`src/rtl/seq_pkg.sv`:
```
// Shared constants for the ASCII bit-sequence feeder and its bench model.
package seq_pkg;

    typedef enum logic [2:0] {
        ST_INIT,
        ST_IDLE,
        ST_WAIT,
        ST_STEP,
        ST_SAMPLE,
        ST_DONE
    } state_e;

    localparam logic [7:0]  ASCII_E          = 8'h45;
    localparam int unsigned STEP_DIV_DEFAULT = 25_000_000;
    localparam int unsigned DIV_W_DEFAULT    = 26;

    // Bit pattern recognised by the downstream detector, oldest bit first.
    localparam logic [7:0]  DET_PATTERN      = 8'b0100_0101;

endpackage

```
`src/rtl/seq_step_timer.sv`:
```
// Step-rate divider: counts while start is high and pulses done on the
// STEP_DIV-th cycle, then wraps to zero. clear forces the count back to zero.
module seq_step_timer #(
    parameter int unsigned STEP_DIV = 25_000_000,
    parameter int unsigned DIV_W    = 26
) (
    input  logic clk,
    input  logic rst,
    input  logic start,
    input  logic clear,
    output logic done
);

    localparam logic [DIV_W-1:0] LAST = DIV_W'(STEP_DIV - 1);

    logic [DIV_W-1:0] div_cnt_q;
    logic [DIV_W-1:0] div_cnt_d;

    // Next count and terminal-count pulse.
    always_comb begin
        // NOTE: every variable gets a default first so no branch can leave it
        // unassigned, which would otherwise infer a latch.
        div_cnt_d = div_cnt_q;
        done      = 1'b0;
        if (clear) begin
            div_cnt_d = '0;
        end else if (start) begin
            if (div_cnt_q == LAST) begin
                div_cnt_d = '0;
                done      = 1'b1;
            end else begin
                div_cnt_d = div_cnt_q + 1'b1;
            end
        end
    end

    // Counter register with synchronous reset.
    always_ff @(posedge clk) begin
        // NOTE: non-blocking assignments so every flop samples pre-edge values.
        if (rst) begin
            div_cnt_q <= '0;
        end else begin
            div_cnt_q <= div_cnt_d;
        end
    end

endmodule

```
`src/rtl/ascii_seq_feeder.sv`:
```
// Serialises accepted ASCII bytes MSB-first into a bit-sequence detector,
// pacing each bit with a step strobe and tallying bytes that produced a hit.
module ascii_seq_feeder
    import seq_pkg::*;
#(
    parameter int unsigned STEP_DIV = STEP_DIV_DEFAULT,
    parameter int unsigned DIV_W    = DIV_W_DEFAULT,
    parameter int unsigned CNT_W    = 8
) (
    input  logic             CLOCK_50,
    input  logic             RESET,
    input  logic             in_valid,
    input  logic [7:0]       in_data,
    output logic             in_ready,
    input  logic             clr_req,
    output logic             det_bit,
    output logic             det_step,
    output logic             det_clr,
    input  logic             det_hit,
    output logic             busy,
    output logic             byte_done,
    output logic             last_hit,
    output logic [CNT_W-1:0] hit_count
);

    state_e           state_q,     state_d;
    logic [7:0]       shreg_q,     shreg_d;
    logic [2:0]       bit_idx_q,   bit_idx_d;
    logic             hit_seen_q,  hit_seen_d;
    logic             det_bit_q,   det_bit_d;
    logic             last_hit_q,  last_hit_d;
    logic [CNT_W-1:0] hit_count_q, hit_count_d;
    logic             timer_done;

    // The divider runs only in WAIT and is held at zero everywhere else,
    // so every bit starts from a fresh count.
    seq_step_timer #(
        .STEP_DIV (STEP_DIV),
        .DIV_W    (DIV_W)
    ) u_timer (
        .clk   (CLOCK_50),
        .rst   (RESET),
        .start (state_q == ST_WAIT),
        .clear (state_q != ST_WAIT),
        .done  (timer_done)
    );

    // Next-state logic and Moore outputs of the sequencing FSM.
    always_comb begin
        state_d     = state_q;
        shreg_d     = shreg_q;
        bit_idx_d   = bit_idx_q;
        hit_seen_d  = hit_seen_q;
        det_bit_d   = det_bit_q;
        last_hit_d  = last_hit_q;
        hit_count_d = hit_count_q;
        in_ready    = 1'b0;
        busy        = 1'b1;
        det_step    = 1'b0;
        det_clr     = 1'b0;
        byte_done   = 1'b0;

        unique case (state_q)
            ST_INIT: begin
                det_clr = 1'b1;
                state_d = ST_IDLE;
            end
            ST_IDLE: begin
                in_ready = 1'b1;
                busy     = 1'b0;
                if (clr_req) begin
                    hit_count_d = '0;
                    last_hit_d  = 1'b0;
                    state_d     = ST_INIT;
                end else if (in_valid) begin
                    shreg_d    = in_data;
                    bit_idx_d  = 3'd7;
                    hit_seen_d = 1'b0;
                    state_d    = ST_WAIT;
                end
            end
            ST_WAIT: begin
                // det_bit is loaded on the edge into STEP so it is already
                // stable while the step strobe is high.
                if (timer_done) begin
                    det_bit_d = shreg_q[7];
                    state_d   = ST_STEP;
                end
            end
            ST_STEP: begin
                det_step = 1'b1;
                shreg_d  = {shreg_q[6:0], 1'b0};
                state_d  = ST_SAMPLE;
            end
            ST_SAMPLE: begin
                if (det_hit) begin
                    hit_seen_d = 1'b1;
                end
                if (bit_idx_q == 3'd0) begin
                    state_d = ST_DONE;
                end else begin
                    bit_idx_d = bit_idx_q - 3'd1;
                    state_d   = ST_WAIT;
                end
            end
            ST_DONE: begin
                byte_done  = 1'b1;
                last_hit_d = hit_seen_q;
                if (hit_seen_q && (hit_count_q != '1)) begin
                    hit_count_d = hit_count_q + 1'b1;
                end
                state_d = ST_IDLE;
            end
            default: state_d = ST_INIT;
        endcase
    end

    // State and datapath registers; RESET discards any in-flight byte.
    always_ff @(posedge CLOCK_50) begin
        if (RESET) begin
            state_q     <= ST_INIT;
            shreg_q     <= '0;
            bit_idx_q   <= '0;
            hit_seen_q  <= 1'b0;
            det_bit_q   <= 1'b0;
            last_hit_q  <= 1'b0;
            hit_count_q <= '0;
        end else begin
            state_q     <= state_d;
            shreg_q     <= shreg_d;
            bit_idx_q   <= bit_idx_d;
            hit_seen_q  <= hit_seen_d;
            det_bit_q   <= det_bit_d;
            last_hit_q  <= last_hit_d;
            hit_count_q <= hit_count_d;
        end
    end

    assign det_bit   = det_bit_q;
    assign last_hit  = last_hit_q;
    assign hit_count = hit_count_q;

endmodule

```
`config.mk`:
```
export PLATFORM = sky130hd
export DESIGN_NAME = ascii_seq_feeder
export DESIGN_NICKNAME = d
export VERILOG_FILES = /design/src/rtl/seq_pkg.sv /design/src/rtl/seq_step_timer.sv /design/src/rtl/ascii_seq_feeder.sv
export SDC_FILE = /design/constraint.sdc
export NUM_CORES = 1
export LEC_CHECK = 0
export BUFFER_PORTS_ARGS = -buffer_cell sky130_fd_sc_hd__buf_2
export CELL_PAD_IN_SITES_DETAIL_PLACEMENT = 0
export CELL_PAD_IN_SITES_GLOBAL_PLACEMENT = 1
export CORE_UTILIZATION = 43
export DETAILED_ROUTE_END_ITERATION = 6
export GPL_TIMING_DRIVEN = 0
export PLACE_DENSITY_LB_ADDON = 0.15
export SLEW_MARGIN = 20
export SYNTH_ARGS = -nofsm -noshare
export SYNTH_HDL_FRONTEND = slang
export SYNTH_SLANG_ARGS = --single-unit
```
`constraint.sdc`:
```
create_clock -name CLOCK_50 -period 2.5 [get_ports CLOCK_50]
set_input_delay 0.75 -clock CLOCK_50 [delete_from_list [all_inputs] [get_ports CLOCK_50]]
set_output_delay 0.75 -clock CLOCK_50 [all_outputs]
set_load 0.02 [all_outputs]
```
## Word level (Yosys, flattened, before mapping)

Cells that the tools add are included.

| cells by class | value |
|---|---|
| add/subtract/negate cells | 3 |
| $mul | 0 |
| div/mod/pow operators | 0 |
| order comparisons | 0 |
| equal/unequal tests | 16 |
| shifts and indexed selects | 0 |
| muxes and demuxes | 30 |
| bitwise gates (word level) | 0 |
| reductions and logical operators | 15 |

Operator list:

| kind | count |
|---|---|
| $mux 8 | 4 |
| $pmux 8 s2 | 2 |
| $add 26x1->26 const B | 1 |
| $eq 26x25->1 const B | 1 |
| $mux 26 | 1 |
| $mux 3 | 7 |
| $pmux 3 s5 | 1 |
| $ne 2x2->1 const B | 7 |
| $mux 1 | 12 |
| $add 8x1->8 const B | 1 |
| $ne 8x8->1 const B | 1 |
| $reduce_and 4->1 | 2 |
| $eq 3x2->1 const B | 2 |
| $eq 3x3->1 const B | 2 |
| $logic_not 3->1 | 2 |
| $pmux 3 s2 | 1 |
| $reduce_and 2->1 | 3 |
| $reduce_and 3->1 | 2 |
| $reduce_bool 2->1 | 3 |
| $pmux 1 s2 | 2 |
| $reduce_or 2->1 | 2 |
| $eq 3x1->1 const B | 1 |
| $ne 3x2->1 const B | 1 |
| $ne 3x3->1 const B | 1 |
| other kinds (2) | 2 |

| storage, ports and cells | value |
|---|---|
| flip-flop bits (word level) | 51 |
| latch bits | 0 |
| bits in writable memories | 0 |
| bits in read-only memories | 0 |
| input port bits | 13 |
| output and inout bits | 15 |
| word-level logic and storage cells | 72 |
| memories | 0 |

## Depth between registers and ports, before layout

Gate-level depths: netlist (run 1).

| logic depth | value |
|---|---|
| depth in word-level cells | 6 |
| gate-level depth with buffers | 7 |
| gate-level depth less buffers | 6 |

## Cells and area by module

A second synthesis (run 1) with hierarchy kept.

| unflattened totals | value |
|---|---|
| cell total of the unflattened synthesis | 319 |
| area, all modules | 2721.4 um^2 |

By module, submodules not included:

| module | instances | cells an instance | area an instance (um^2) | sequential area each (um^2) |
|---|---|---|---|---|
| seq_step_timer | 1 | 163 | 1393.8 | 520.5 |
| ascii_seq_feeder | 1 | 156 | 1327.5 | 500.5 |

## Worst setup path after synthesis (run 1)

No wires, ideal clock.

| path | value |
|---|---|
| path type | flip-flop to output port |
| start point | register state_q[0] |
| end point | output port busy |
| data arrival time | 1.513 ns |
| data required time | 1.750 ns |
| setup slack | 0.237 ns |
| stages on the path, launching flop included | 4 |
| path buffers | 1 |
| cell sequence | dfxtp_1 > clkbuf_1 > nor3b_1 > inv_1 |

| on the way | value |
|---|---|
| cells in the longest elaborated chain, start to end | 2 |

RTL lines:

| element | line | RTL |
|---|---|---|
| start, declared | ascii_seq_feeder.sv:26 | `state_e state_q, state_d;` |
| start signal, assigned | ascii_seq_feeder.sv:129 | `state_q <= state_d;` |
| $eq 3x1->1 | ascii_seq_feeder.sv:63 | `unique case (state_q)` |
| $mux 1 | ascii_seq_feeder.sv:63 |  |
| end, declared | ascii_seq_feeder.sv:20 | `output logic busy,` |

No other way between the ends.

## Final worst setup path (run 1)

| path | value |
|---|---|
| start point | register state_q[0] |
| end point | output port in_ready |

| on the way | value |
|---|---|
| cells in the longest elaborated chain, start to end | 2 |

RTL lines:

| element | line | RTL |
|---|---|---|
| $eq 3x1->1 | ascii_seq_feeder.sv:63 |  |
| $mux 1 | ascii_seq_feeder.sv:63 |  |
| end, declared | ascii_seq_feeder.sv:14 | `output logic in_ready,` |

No other way between the ends.

==> results of run 1 <==
-- what timing repair did --
item	CTS	global route
hold buffers	0	0
buffers inserted	1	0
gates resized for setup	1	6
cloned	0	0
endpoints found under the setup margin	19	16
pin swaps	0	0
-- cells in the mapped netlist (3+ instances only) --
cell type / count / area [um2]
xnor2_1: 7 / 61.3
a311oi_1: 7 / 61.3
or4_1: 13 / 97.6
and4_1: 5 / 43.8
nand3_1: 15 / 75.1
nand4_1: 8 / 50.1
o41ai_1: 3 / 26.3
a21oi_1: 21 / 105
nor4_1: 5 / 31.3
nor2_1: 27 / 101
and2_1: 3 / 18.8
dfxtp_1: 51 / 1020
o31ai_1: 10 / 75.1
o21ai_0: 5 / 25.0
inv_1: 15 / 56.3
or3_1: 5 / 31.3
nand3b_1: 4 / 30.0
ha_1: 5 / 62.6
a211oi_1: 4 / 30.0
clkbuf_1: 15 / 56.3
nor3_1: 10 / 50.1
nand2b_1: 4 / 25.0
nand2_1: 28 / 105
nor3b_1: 3 / 22.5
-- worst max-delay path: stages (launching register included) --
cell	delay, ns
dfxtp_1	0.37
clkbuf_1	0.34
nor3b_1	0.35
buf_2	0.23
-- final timing paths --
| check | cells past startpoint | end | from | slack [ns] |
|---|---|---|---|---|
| hold / removal | 1 | bit_idx_q[0]$_SDFFE_PP0P_ | bit_idx_q[0]$_SDFFE_PP0P_ | 0.48 |
| setup reg to reg | 6 | u_timer.div_cnt_q[25]$_SDFFE_PP0N_ | state_q[0]$_SDFFE_PP0P_ | 0.23 |
| hold reg to reg | 1 | bit_idx_q[0]$_SDFFE_PP0P_ | bit_idx_q[0]$_SDFFE_PP0P_ | 0.48 |
| setup / recovery | 3 | in_ready | state_q[0]$_SDFFE_PP0P_ | 0.16 |
-- final cells by class --
class,instances,area (um2)
fill,579,2750
inverter,16,60.1
multi-input combinational,223,1390
buffer,17,70.1
clock buffer,7,76.3
tap,72,90.1
sequential,51,1020
clock inverter,1,5.00
timing repair buffer,28,143
-- cell families (layout without fill, tap and decap cells) --
kind of cell	after synthesis	after routing
compound gates	66	66
buf+inv	33	69
mux	2	2
flops	51	51
simple gates	141	141
fa+ha+maj	5	5
xor+xnor	9	9
-- per-layer routing --
layer	global-route usage [%]	vias up	wire (um)	part of all wire [%]
li1	-	1207	-	-
met1	28.0	1047	3000	55
met2	27.6	34	2220	41
met3	4.25	6	171	3.1
met4	5.56	0	61	1.1
met5	0	-	0	0
-- through the flow --
stage,cell area (um2),setup WS [ns],utilization (%)
after floorplan,2530,0.237,-
after global placement,2760,-0.0281,49.2
after detailed placement,2760,-0.0451,49.2
after CTS,2850,0.0874,50.9
after global routing,2860,-0.000181,50.9
final,2860,0.162,50.9
-- state kept, by name (all words and copies together) (netlist names) --
| register | flops |
|---|---|
| bit_idx_q | 3 |
| det_bit | 1 |
| hit_count | 8 |
| hit_seen_q | 1 |
| last_hit | 1 |
| shreg_q | 8 |
| state_q | 3 |
| u_timer.div_cnt_q | 26 |
-- report_power, final --
| group | total [W] | switching (W) | internal, W |
|---|---|---|---|
| Clock | 0.000470 | 0.000272 | 0.000197 |
| Combinational | 0.000128 | 0.0000790 | 0.0000486 |
| Sequential | 0.000838 | 0.00000964 | 0.000829 |
==> flow_metrics.py, run 1 <==
metrics = {
    "sta": {
        "fin_crit_sh_pct": 93.5,
        "rsz0062_at_grt": "true",
        "holdWs_ns": 0.484,
        "post-route-min-period_ns": 2.34,
        "worst_pin_slew_ns": 0.576,
        "fin_tns_setup_ns": 0,
        "slew_headroom_pct": 61.0,
        "fin_worst_skew_ns": 0.00324,
        "slew_violations": 0,
        "finalHoldViolCount": 0,
        "max_freq_ghz": 0.428,
        "finalSetupViolations": 0,
    },
    "die": {
        "design.core.area_um2": 5610,
        "dieArea_um2": 6200,
        "fp.dieW_um": 78.7,
        "row_count": 27,
        "boundaryPins": 28,
        "die_y_um": 78.7,
        "initial_core_util_pct": 45.2,
    },
    "yosys": {
        "ys_seq_area_share_pct": 40.3,
        "synth-main-ff-cell": "dfxtp_1",
        "synth-simple-area-share_pct": 30.4,
        "ys_types": 48,
        "synth.cell_area_um2": 2530,
        "synthCells": 307,
        "syn-num-nets": 325,
        "synth.area.mux_share_pct": 0.791,
        "async_flop_share_pct": 0,
        "synth_top_family_by_area": "simple AND/OR/NAND/NOR gates",
        "yosys_warnings": 0,
        "synth-edff-count": 0,
        "syn_area_per_cell_um2": 8.25,
        "synth_xor_area_share_pct": 3.11,
        "synth_compound_area_share_pct": 17.9,
        "yosys.area_share.adder_pct": 2.47,
        "ys_ff_latch": 51,
    },
    "detailed_routing": {
        "antenna_left": 0,
        "drt_iter0_markers": 115,
        "num_vias": 2294,
        "wl_mm": 5.45,
        "drt_pass1_iterations": 4,
        "vias_per_cell": 5.53,
        "routedWlPerCell_um": 13.1,
        "route.detailed.drc": 0,
    },
    "placement": {
        "dp_cells": 406,
        "io_buffer_count": 27,
        "routabilityCongestion": 0.755,
        "hpwlAfterDp_mm": 3.88,
    },
    "pwr": {
        "p_per_area_nw_per_um2": 503,
        "p_leak_nw": 0.926,
        "vdd_ir_drop_max_v": 0.000244,
        "power_w": 0.00144,
    },
    "min_path": {
        "hp-class": "reg2reg",
    },
    "layout": {
        "fin_nets": 360,
        "areaGrowthSynthToFinish_pct": 12.8,
        "drive_above_1_share_pct": 13.4,
        "final_cells": 415,
        "mostFrequentLayoutCells": "51 x dfxtp_1, 29 x buf_2, 28 x nand2_1",
        "final_common_cell": "dfxtp_1",
        "diodes": 0,
    },
    "worst_setup_path": {
        "cp_max_fo": 10,
        "crit_arrival_ns": 1.59,
        "startpoint_type": "register",
        "crit_required_ns": 1.75,
        "critPathCaptureType": "output pin",
        "crit_type": "reg2out",
    },
    "global_routing": {
        "grt_usage_pct": 19.1,
        "grt_pass1_vias": 2008,
        "grt_overflow_total": 0,
        "antenna_found_initial": 0,
        "grt_pass1_wl_mm": 9.47,
        "grt_max_degree": 15,
    },
    "clock_network": {
        "cts_tree": "done",
        "path_clk_slew_ns": 0.09,
        "cts_sinks": 51,
        "htree_levels": 2,
        "worstSkewPairLatency_ns": 0.30,
        "cts_max_path_buffers": 2,
        "cts-buffers-inserted": 5,
        "cts-root-buf": "clkbuf_8",
    },
    "outcome": {
        "status": "finished clean",
    },
    "job": {
        "cap_violations": 0,
    },
}
Note: power is estimated with default switching activity, not from simulation.
==> run 2, diff against run 1 <==
Settings changed: MAX_ROUTING_LAYER set to met4, RECOVER_POWER set to 100, SLEW_MARGIN 20 to 40.
==> flow_metrics.py, run 2 (same netlist as run 1, synthesis figures left out) <==
metrics = {
    "worst_setup_path": {
        "crit_buf_inv": 2,
        "crit_arrival_ns": 2.60,
        "startpoint_type": "register",
        "critical-path-top-delay-family": "simple AND/OR/NAND/NOR gates",
        "crit_type": "reg2reg",
        "cp_max_fo": 8,
        "critPathCaptureType": "register",
        "slowest_stage": "or4_1",
        "slowest_delay_ns": 0.56,
        "crit_required_ns": 2.74,
        "path_cells": "or3b_1 -> clkbuf_1 -> or4_1 -> clkbuf_1 -> or4_1 -> a21oi_1",
    },
    "layout": {
        "fillCellCount": 586,
        "drive_above_1_share_pct": 9.33,
        "areaGrowthSynthToFinish_pct": 12.1,
        "mostFrequentLayoutCells": "51 x dfxtp_1, 28 x clkbuf_1, 28 x nand2_1",
        "final_common_cell": "dfxtp_1",
        "fin_nets": 360,
        "diodes": 0,
        "largest_reg_flops": 26,
        "regMostFlops": "u_timer.div_cnt_q",
        "final_cell_area_um2": 2840,
    },
    "detailed_routing": {
        "drt_pass1_iterations": 4,
        "antenna_left": 0,
        "routedWlPerCell_um": 13.2,
        "route.detailed.drc": 0,
        "vias_per_cell": 5.53,
        "wl_mm": 5.46,
        "drt_iter0_markers": 114,
        "num_vias": 2296,
    },
    "sta": {
        "fin_worst_skew_ns": 0.00309,
        "worst_pin_slew_ns": 0.587,
        "post-route-min-period_ns": 2.36,
        "rsz0062_at_grt": "true",
        "fin_tns_setup_ns": 0,
        "layout_setup_ws_ns": 0.139,
        "slew_violations": 0,
        "max_freq_ghz": 0.424,
        "finalSetupViolations": 0,
        "slew_headroom_pct": 60.3,
        "finalHoldViolCount": 0,
        "fin_crit_sh_pct": 94.4,
    },
    "clock_network": {
        "path_clk_slew_ns": 0.09,
        "cts_sinks": 51,
        "cts_max_path_buffers": 2,
        "cts-buffers-inserted": 5,
        "htree_levels": 2,
        "cts-root-buf": "clkbuf_8",
        "worstSkewPairLatency_ns": 0.30,
        "cts_tree": "done",
        "ctsHoldBuffers": 0,
    },
    "global_routing": {
        "grt_overflow_total": 0,
        "grt_usage_pct": 19.6,
        "grt_max_degree": 15,
        "grt_pass1_wl_mm": 9.47,
        "grt_pass1_vias": 2005,
        "antenna_found_initial": 0,
    },
    "min_path": {
        "hp-class": "reg2reg",
    },
    "pwr": {
        "power_w": 0.00143,
        "p_per_area_nw_per_um2": 505,
        "p_leak_nw": 0.870,
        "vdd_ir_drop_max_v": 0.000243,
    },
    "die": {
        "initial_core_util_pct": 45.2,
        "fp.dieW_um": 78.7,
        "row_count": 27,
        "die_y_um": 78.7,
        "dieArea_um2": 6200,
        "design.core.area_um2": 5610,
        "boundaryPins": 28,
    },
    "placement": {
        "routabilityCongestion": 0.765,
        "preCtsSetupSlack_ns": -0.0451,
        "hpwlAfterDp_mm": 3.88,
        "io_buffer_count": 27,
        "dpl_cell_area_um2": 2760,
    },
    "outcome": {
        "status": "finished clean",
    },
    "job": {
        "cap_violations": 0,
    },
}
-- run 2: cell types whose count changed in the layout (fill, tap and decap cells not counted) --
cell and delta:
clkbuf_1 +14, buf_2 -16, or2_0 +1, and2_0 +2, or2_1 -1, and2_1 -2, clkbuf_2 +2
-- run 2: metrics by stage --
stage | hold WS (ns) | instances | util, %
finish | 0.483 | 415 | 50.6
CTS | 0.481 | 415 | 50.9
global placement | 0.459 | 406 | 49.2
global route | 0.501 | 415 | 50.6
floorplan | 0.443 | 307 | -
detailed placement | 0.464 | 406 | 49.2
-- run 2: worst register-to-register path, stage by stage (launching register included) --
cell,delay (ns)
dfxtp_1,0.34
or3b_1,0.37
clkbuf_1,0.19
or4_1,0.56
clkbuf_1,0.18
or4_1,0.52
a21oi_1,0.14
-- run 2: where the power goes --
group	leakage [nW]	switching, W	internal, W	total [W]
Sequential	0.412	0.00000959	0.000829	0.000838
Clock	0.0422	0.000272	0.000197	0.000470
Combinational	0.416	0.0000794	0.0000472	0.000127
Total	0.870	0.000361	0.00107	0.00143
-- run 2: cell type report --
type	instances	area, um2	area share [%]
Inverter	16	60.1	2.12
Tap cell	72	90.1	3.17
Multi-Input combinational cell	223	1390	49.0
Sequential cell	51	1020	36.0
Clock buffer	7	76.3	2.69
Clock inverter	1	5.00	0.176
Timing Repair Buffer	28	128	4.50
Buffer	17	67.6	2.38
-- run 2: final timing paths --
| kind | start | end | slack (ns) | cells past startpoint |
|---|---|---|---|---|
| worst max-delay path | state_q[0]$_SDFFE_PP0P_ | u_timer.div_cnt_q[25]$_SDFFE_PP0N_ | 0.14 | 6 |
| worst min-delay path | shreg_q[6]$_SDFFE_PP0P_ | shreg_q[7]$_SDFFE_PP0P_ | 0.48 | 2 |
| worst max register to register | state_q[0]$_SDFFE_PP0P_ | u_timer.div_cnt_q[25]$_SDFFE_PP0N_ | 0.14 | 6 |
| worst min register to register | shreg_q[6]$_SDFFE_PP0P_ | shreg_q[7]$_SDFFE_PP0P_ | 0.48 | 2 |
-- run 2: layer usage --
layer	vias up	wire length, um	GRT usage, %
met2	30	2200	27.6
met1	1050	3030	28.0
met3	6	175	4.25
met4	0	61	5.56
met5	-	0	-
li1	1210	-	-
-- run 2: timing repair --
| action | CTS | global route |
|---|---|---|
| hold endpoints to repair | 0 | 0 |
| endpoints found under the setup margin | 19 | 16 |
| gates resized for setup | 1 | 6 |
| buffers inserted | 1 | 0 |
==> run 3, diff against run 2 <==
Settings changed: PLACE_DENSITY_LB_ADDON 0.15 to 0.1, RECOVER_POWER 100 to unset.
==> flow_metrics.py, run 3 (same netlist as run 1, synthesis figures left out) <==
metrics = {
    "clock_network": {
        "path_clk_slew_ns": 0.10,
        "cts-buffers-inserted": 5,
        "cts_sinks": 51,
        "cts_max_path_buffers": 2,
        "ctsHoldBuffers": 0,
        "worstSkewPairLatency_ns": 0.31,
        "cts_tree": "done",
        "cts-root-buf": "clkbuf_8",
        "htree_levels": 2,
    },
    "global_routing": {
        "grt_max_degree": 16,
        "grt_pass1_vias": 2122,
        "grt_overflow_total": 0,
        "grt_usage_pct": 20.6,
        "grt_pass1_wl_mm": 9.94,
        "antenna_found_initial": 0,
    },
    "placement": {
        "hpwlAfterDp_mm": 3.96,
        "dpl_cell_area_um2": 2760,
        "io_buffer_count": 27,
        "routabilityCongestion": 0.774,
    },
    "die": {
        "design.core.area_um2": 5610,
        "fp.dieW_um": 78.7,
        "row_count": 27,
        "initial_core_util_pct": 45.2,
        "boundaryPins": 28,
        "die_y_um": 78.7,
        "dieArea_um2": 6200,
    },
    "worst_setup_path": {
        "r2r_start": "state_q[0]$_SDFFE_PP0P_",
        "reg2regPathDepth": 6,
        "reg2reg_slack_ns": 0.20,
        "critPathCaptureType": "output pin",
        "startpoint_type": "register",
        "cp_max_fo": 10,
        "crit_arrival_ns": 1.59,
        "crit_type": "reg2out",
        "crit_required_ns": 1.75,
        "r2r-end": "u_timer.div_cnt_q[25]$_SDFFE_PP0N_",
    },
    "detailed_routing": {
        "wl_mm": 5.64,
        "wl_met1_mm": 2.94,
        "antenna_left": 0,
        "drt_iter0_markers": 100,
        "drt_pass1_iterations": 4,
        "vias_per_cell": 5.61,
        "top_layer_used": "met4",
        "met2_length_mm": 2.49,
        "num_vias": 2328,
        "wl_met3_um": 139,
        "routedWlPerCell_um": 13.6,
        "route.detailed.drc": 0,
    },
    "min_path": {
        "hold_start": "bit_idx_q[0]$_SDFFE_PP0P_",
        "hp-class": "reg2reg",
        "holdPathStages": 1,
        "hold_path_end": "bit_idx_q[0]$_SDFFE_PP0P_",
    },
    "sta": {
        "fin_crit_sh_pct": 93.7,
        "fin_tns_setup_ns": 0,
        "finalHoldViolCount": 0,
        "fin_worst_skew_ns": 0.00593,
        "finalSetupViolations": 0,
        "max_freq_ghz": 0.427,
        "slew_headroom_pct": 59.6,
        "worst_pin_slew_ns": 0.606,
        "slew_violations": 0,
        "post-route-min-period_ns": 2.34,
        "rsz0062_at_grt": "false",
        "holdWs_ns": 0.478,
    },
    "layout": {
        "regMostFlops": "u_timer.div_cnt_q",
        "diodes": 0,
        "areaGrowthSynthToFinish_pct": 13.7,
        "largest_reg_flops": 26,
        "final_common_cell": "dfxtp_1",
        "drive_above_1_share_pct": 14.0,
        "final_cell_area_um2": 2880,
        "mostFrequentLayoutCells": "51 x dfxtp_1, 29 x buf_2, 28 x nand2_1",
        "fin_nets": 360,
    },
    "pwr": {
        "p_sw_w": 0.000370,
        "pwr-share-seq_pct": 55.9,
        "switching_share_pct": 24.7,
        "power.internal_w": 0.00113,
        "p_comb_share_pct": 8.5,
        "vdd_ir_drop_max_v": 0.000212,
        "p_per_area_nw_per_um2": 521,
        "clkPwrFrac_pct": 35.6,
        "p_leak_nw": 0.934,
    },
    "outcome": {
        "status": "finished clean",
    },
    "job": {
        "cap_violations": 0,
    },
}
[run 3: changes by cell type in the layout (fill, tap and decap cells not counted)]
| cell | delta |
|---|---|
| and2_0 | -2 |
| and2_1 | +2 |
| buf_2 | +16 |
| clkbuf_1 | -16 |
| clkbuf_2 | -2 |
| clkbuf_8 | +2 |
| clkinv_2 | -1 |
| clkinvlp_4 | +1 |
| or2_0 | -1 |
| or2_1 | +1 |
[run 3: repair_timing]
item                                   CTS  global route
setup buffers                            1             0
resized for setup                        1             6
endpoints found under the hold margin    0             0
setup endpoints to repair               14            12
cloned                                   0             0
[run 3: per-stage QoR]
step                setup slack (ns)  instances  total power (W)  utilization [%]
floorplan                      0.237        307         0.000944                -
global placement             -0.0403        406         0.000984             49.2
detailed placement           -0.0373        406         0.000984             49.2
CTS                           0.0217        415          0.00153             51.3
global route                  0.0351        415          0.00158             51.3
finish                         0.158        415          0.00150             51.3
[run 3: per-layer routing]
| metal | track usage [%] | vias to the layer above |
|---|---|---|
| li1 | - | 1207 |
| met1 | 28.8 | 1085 |
| met2 | 30.2 | 29 |
| met3 | 4.14 | 7 |
| met4 | 5.56 | 0 |
| met5 | - | - |
[run 3: critical path, stage by stage, from the launching register on]
cell	delay (ns)
dfxtp_1	0.38
clkbuf_1	0.32
nand3b_1	0.19
clkinv_1	0.20
buf_2	0.20
[run 3: power by group through the flow]
stage          Combinational (W)  Clock [W]  Sequential (W)
2_1_floorplan          0.0000889          0        0.000855
3_3_place_gp            0.000126          0        0.000857
3_5_place_dp            0.000127          0        0.000858
4_1_cts                 0.000128   0.000558        0.000839
5_1_grt                 0.000144   0.000590        0.000842
6_report                0.000128   0.000533        0.000839
[run 3: worst max path at each step]
stage	endpoint	cells after the start	slack [ns]	startpoint
after floorplan	busy	3	0.24	state_q[0]$_SDFFE_PP0P_
after global placement	u_timer.div_cnt_q[2]$_SDFFE_PP0N_	7	-0.04	u_timer.div_cnt_q[0]$_SDFFE_PP0N_
after detailed placement	u_timer.div_cnt_q[2]$_SDFFE_PP0N_	7	-0.04	u_timer.div_cnt_q[0]$_SDFFE_PP0N_
after CTS	det_step	4	0.02	state_q[2]$_SDFFE_PP0P_
after global routing	det_step	4	0.04	state_q[0]$_SDFFE_PP0P_
final	det_step	4	0.16	state_q[0]$_SDFFE_PP0P_
[run 3: cell type report]
class	count	area, um2
sequential	51	1020
clock buffer	7	96.3
fill	579	2730
inverter	16	60.1
clock inverter	1	7.51
tap	72	90.1
multi-input combinational	223	1390
timing repair buffer	28	143
buffer	17	70.1
